$ cat config.mk
export PLATFORM = sky130hd
export DESIGN_NAME = scaler_cmd_tx
export DESIGN_NICKNAME = d
export VERILOG_FILES = /design/src/rtl/scaler_cmd_tx.sv
export SDC_FILE = /design/constraint.sdc
export NUM_CORES = 1
export LEC_CHECK = 0
export CAP_MARGIN = 20
export CELL_PAD_IN_SITES_DETAIL_PLACEMENT = 1
export CELL_PAD_IN_SITES_GLOBAL_PLACEMENT = 1
export CORE_ASPECT_RATIO = 2
export CORE_UTILIZATION = 28
export CTS_CLUSTER_SIZE = 40
export DETAILED_ROUTE_END_ITERATION = 10
export GPL_TIMING_DRIVEN = 0
export PLACE_DENSITY = 0.55
export SLEW_MARGIN = 20
export SYNTH_ARGS = -nofsm -noshare
export SYNTH_HDL_FRONTEND = slang
export SYNTH_SLANG_ARGS = --single-unit
$ cat constraint.sdc
create_clock -name i_Sys_clk -period 5.9 [get_ports i_Sys_clk]
set_input_delay 1.18 -clock i_Sys_clk [delete_from_list [all_inputs] [get_ports i_Sys_clk]]
set_output_delay 1.18 -clock i_Sys_clk [all_outputs]
set_load 0.02 [all_outputs]
$ cat src/rtl/scaler_cmd_tx.sv
// Pulse-train transmitter that steps a remote scaler to a target value in +/-10 increments.
// Optional commit phase on o_External_sync is built when CMD_TX_SYNC_EN is defined.
module scaler_cmd_tx #(
  parameter int PULSE_HI = 4,
  parameter int PULSE_LO = 4,
  parameter int VAL_MIN  = 110,
  parameter int VAL_MAX  = 400
) (
  input  logic        i_Sys_clk,
  input  logic        i_Rst,
  input  logic        i_Start,
  input  logic [11:0] i_Target,
  output logic        o_Cmd_1,
  output logic        o_Cmd_2,
  output logic        o_External_sync,
  output logic        o_Busy,
  output logic        o_Done,
  output logic [11:0] o_Value
);

  localparam logic [11:0] MIN_V   = 12'(VAL_MIN);
  localparam logic [11:0] MAX_V   = 12'(VAL_MAX);
  localparam logic [11:0] STEP    = 12'd10;
  localparam logic [7:0]  HI_LAST = 8'(PULSE_HI - 1);
  localparam logic [7:0]  LO_LAST = 8'(PULSE_LO - 1);

  typedef enum logic [2:0] {
    IDLE, CMP, UP_HI, DN_HI, GAP, SYNC_HI, SYNC_LO, DONE
  } state_t;

  state_t      state_q, state_d;
  logic [7:0]  cnt_q, cnt_d;
  logic [11:0] eff_q, eff_d;
  logic [11:0] value_d;
  logic        cmd1_d, cmd2_d, busy_d, done_d;
  logic [11:0] clamped;
  logic        step_up, step_dn;

`ifdef CMD_TX_SYNC_EN
  logic sync_q, sync_d;
  assign o_External_sync = sync_q;
`else
  assign o_External_sync = 1'b0;
`endif

  assign clamped = (i_Target < MIN_V) ? MIN_V :
                   (i_Target > MAX_V) ? MAX_V : i_Target;
  // Widened so the +10 probe cannot wrap near the top of the 12-bit range.
  assign step_up = ({1'b0, o_Value} + 13'd10) <= {1'b0, eff_q};
  assign step_dn = o_Value > eff_q;

  // Every output is the registered copy of its *_d value, so each transition
  // below also decides what the lines look like in the first cycle of the new state.
  always_comb begin
    // NOTE: every signal gets a default before the case so no path leaves one unassigned (no latches).
    state_d = state_q;
    cnt_d   = cnt_q;
    eff_d   = eff_q;
    value_d = o_Value;
    cmd1_d  = o_Cmd_1;
    cmd2_d  = o_Cmd_2;
    busy_d  = o_Busy;
    done_d  = 1'b0;
`ifdef CMD_TX_SYNC_EN
    sync_d  = sync_q;
`endif
    case (state_q)
      IDLE: begin
        busy_d = 1'b0;
        if (i_Start) begin
          eff_d   = clamped;
          busy_d  = 1'b1;
          state_d = CMP;
        end
      end
      CMP: begin
        cnt_d = '0;
        if (step_up) begin
          state_d = UP_HI;
          cmd1_d  = 1'b1;
          value_d = o_Value + STEP;
        end else if (step_dn) begin
          state_d = DN_HI;
          cmd2_d  = 1'b1;
          value_d = o_Value - STEP;
        end else begin
`ifdef CMD_TX_SYNC_EN
          state_d = SYNC_HI;
          sync_d  = 1'b1;
`else
          state_d = DONE;
          done_d  = 1'b1;
          busy_d  = 1'b0;
`endif
        end
      end
      UP_HI, DN_HI: begin
        if (cnt_q == HI_LAST) begin
          state_d = GAP;
          cnt_d   = '0;
          cmd1_d  = 1'b0;
          cmd2_d  = 1'b0;
        end else begin
          cnt_d = cnt_q + 8'd1;
        end
      end
      GAP: begin
        if (cnt_q == LO_LAST) begin
          state_d = CMP;
          cnt_d   = '0;
        end else begin
          cnt_d = cnt_q + 8'd1;
        end
      end
`ifdef CMD_TX_SYNC_EN
      SYNC_HI: begin
        if (cnt_q == HI_LAST) begin
          state_d = SYNC_LO;
          cnt_d   = '0;
          sync_d  = 1'b0;
        end else begin
          cnt_d = cnt_q + 8'd1;
        end
      end
      SYNC_LO: begin
        if (cnt_q == LO_LAST) begin
          state_d = DONE;
          cnt_d   = '0;
          done_d  = 1'b1;
          busy_d  = 1'b0;
        end else begin
          cnt_d = cnt_q + 8'd1;
        end
      end
`endif
      DONE:    state_d = IDLE;
      default: state_d = IDLE;
    endcase
  end

  // NOTE: sequential state uses non-blocking assignments so every register samples pre-edge values.
  always_ff @(posedge i_Sys_clk) begin
    if (i_Rst) begin
      state_q <= IDLE;
      cnt_q   <= '0;
      eff_q   <= MIN_V;
      o_Value <= MIN_V;
      o_Cmd_1 <= 1'b0;
      o_Cmd_2 <= 1'b0;
      o_Busy  <= 1'b0;
      o_Done  <= 1'b0;
    end else begin
      state_q <= state_d;
      cnt_q   <= cnt_d;
      eff_q   <= eff_d;
      o_Value <= value_d;
      o_Cmd_1 <= cmd1_d;
      o_Cmd_2 <= cmd2_d;
      o_Busy  <= busy_d;
      o_Done  <= done_d;
    end
  end

`ifdef CMD_TX_SYNC_EN
  always_ff @(posedge i_Sys_clk) begin
    if (i_Rst) sync_q <= 1'b0;
    else       sync_q <= sync_d;
  end
`endif

endmodule

==> impl_metrics.toml <==
[yosys]
ys_types = 52
ys.warnings.count = 0
syn_area_sq_um = 2740
yosysTopAreaCell = "dfxtp_1"
synth-edff-count = 0
ys_seq_elements = 38
syn_inst = 328
synth.top_cell.area_share = 0.278
synth-seq-area-share = 0.278
synth_common_cells = "nor2_1 (40), dfxtp_1 (38), ha_1 (33), a21oi_1 (25), o21ai_0 (18)"
syn_area_per_cell_sq_um = 8.34
ys.flop_type = "dfxtp_1"
synth_most_common_cell = "nor2_1"
synth.area.top_cells = "dfxtp_1 (28%), ha_1 (15%), nor2_1 (5.5%)"
ys_async_sr_fraction = 0

[floorplanning]
dieArea_sq_um = 10200
fp-row-count = 50
die_x_microns = 71.9
ioPinCount = 32
start_util = 0.290
fp.dieH_microns = 142
coreArea_sq_um = 9450

[clocking]
cts_sinks = 38
cts_tree = "built"
numCtsBuffers = 5
cts_hold_buf = 0
clkTransAtPathRegs_ps = 60
cts_max_level = 2
cts-root-buf = "clkbuf_16"
insertion_delay_ps = 290
clockBufferDepth = 2
ctsResizeCount = 0
postCtsSetupRepairBufs = 0

[sta]
tightest_slew_ps = 636
fin_crit_ps = 4970
fmax_mhz = 201
slew_headroom = 0.572
finalSetupViolCount = 0
postLayoutSetupSlackWorst_ps = 925
fin_crit_sh = 0.843
drv_slew = 0
clock-skew-final_ps = 4.37
rsz0062_at_grt = "no"
hold_viol_final = 0
finalSetupTns_ps = 0
whs_ps = 452

[drt]
drt_iter0_markers = 79
wl_per_cell_microns = 17.0
routed_wl_mm = 8.41
route.vias.total = 2533
post-route-drc-count = 0
drtAntennaViolNets = 0
drt_first_pass_iters = 4
vias_per_cell = 5.11

[cells_and_area]
stdcell_count = 496
nFillCells = 1137
layout.nets = 414
diodes = 0
drive_gt1_frac = 0.0683
area_growth_pct = 23.8

[place]
io_buffers = 29
gp_congestion = 0.780
dp_slack_ps = 952
placedCellCount = 488
dp_hpwl_mm = 6.78

[grt]
grt.total_usage = 0.175
grt_start_max_net_pins = 14
grt_pass1_vias = 2657
grt_overflow = 0
antenna_found_initial = 0
grt_first_pass_wirelength_mm = 13.3

[run_status]
status = "finished clean"

[worst_setup_path]
arrival_ps = 5150
cp-end-kind = "flop"
critPathMaxFanout = 9
worst_setup_path_start_kind = "flop"
worst_ep_required_time_ps = 6080
crit_type = "reg2reg"

[flow_run]
maxCapViolations = 0

[min_path]
hold_class = "reg2reg"
[cells by family after synthesis]
logic type / share of synthesized area
and+or+nand+nor: 0.224
AOI/OAI and AO/OA: 0.220
DFF: 0.278
adders and majority gates: 0.158
buffers and inverters: 0.0402
xor gates and xnor gates: 0.0544
muxes: 0.0238
other: 0.00137
[critical path, cell delays in order (launching register included)]
cell and delay (ps):
dfxtp_1 530, and3_1 330, o21ai_0 250, nor2b_1 200
xor2_1 90, ha_1 340, nand3_1 130, nor4_1 580
o21ai_2 140, o21ai_4 160, inv_1 270, ha_1 410
a21o_1 200, nand2_1 100, a31oi_1 130, o41a_1 370
o31a_1 320, mux2_4 300
[layout by cell type (no fill, tap or decap), types with 5 or more instances in the layout]
master,n
nand2_1,15
ha_1,33
and3_1,8
or3_1,5
dfxtp_1,38
xnor2_1,12
xor2_1,5
nor2b_1,6
mux2i_1,5
clkdlybuf4s50_1,29
nor3_1,10
a31oi_1,5
a21oi_1,25
a211o_1,5
clkbuf_16,5
inv_1,17
o21bai_1,6
a211oi_1,6
nor2_1,40
o21ai_0,18
nand3_1,10
a21o_1,7
[sequential cells by signal, summed over array words and instances, names as in the netlist]
signal and flops:
o_Cmd_2 1, state_q 3, o_Busy 1, o_Done 1, o_Value 11, cnt_q 8
o_Cmd_1 1, eff_q 12
[worst paths after layout]
| kind | slack, ps | cells after the start | to | from |
|---|---|---|---|---|
| max | 930 | 17 | o_Value[11] | o_Value[4] |
| min reg2reg | 450 | 2 | o_Cmd_1 | o_Cmd_1 |
| min | 450 | 2 | o_Cmd_1 | o_Cmd_1 |
| max reg2reg | 930 | 17 | o_Value[11] | o_Value[4] |
[through the flow]
stage	util	instance area [sq um]
4_1_cts	0.359	3390
6_report	0.359	3390
3_3_place_gp	0.338	3190
5_1_grt	0.359	3390
3_5_place_dp	0.338	3190
2_1_floorplan	-	2740
[layer usage]
layer | vias to the layer above | wire length [microns] | track usage
met4 | 0 | 198 | 0.0660
li1 | 1252 | - | -
met2 | 35 | 4940 | 0.363
met5 | - | 0 | 0
met3 | 10 | 155 | 0.0206
met1 | 1236 | 3110 | 0.165
[layout make-up]
| class | count | area (sq um) | area share |
|---|---|---|---|
| well taps | 130 | 163 | 0.0480 |
| flip-flops and latches | 38 | 761 | 0.225 |
| multi-input cells | 266 | 1870 | 0.552 |
| clock inverters | 3 | 68.8 | 0.0203 |
| inverters | 17 | 63.8 | 0.0188 |
| clock buffers | 5 | 125 | 0.0369 |
| repair buffers | 29 | 290 | 0.0857 |
| plain buffers | 8 | 46.3 | 0.0137 |
Power is left out: the tool's default activity adds up to more than one toggle a clock period on the data nets, which glitch-free logic cannot reach.
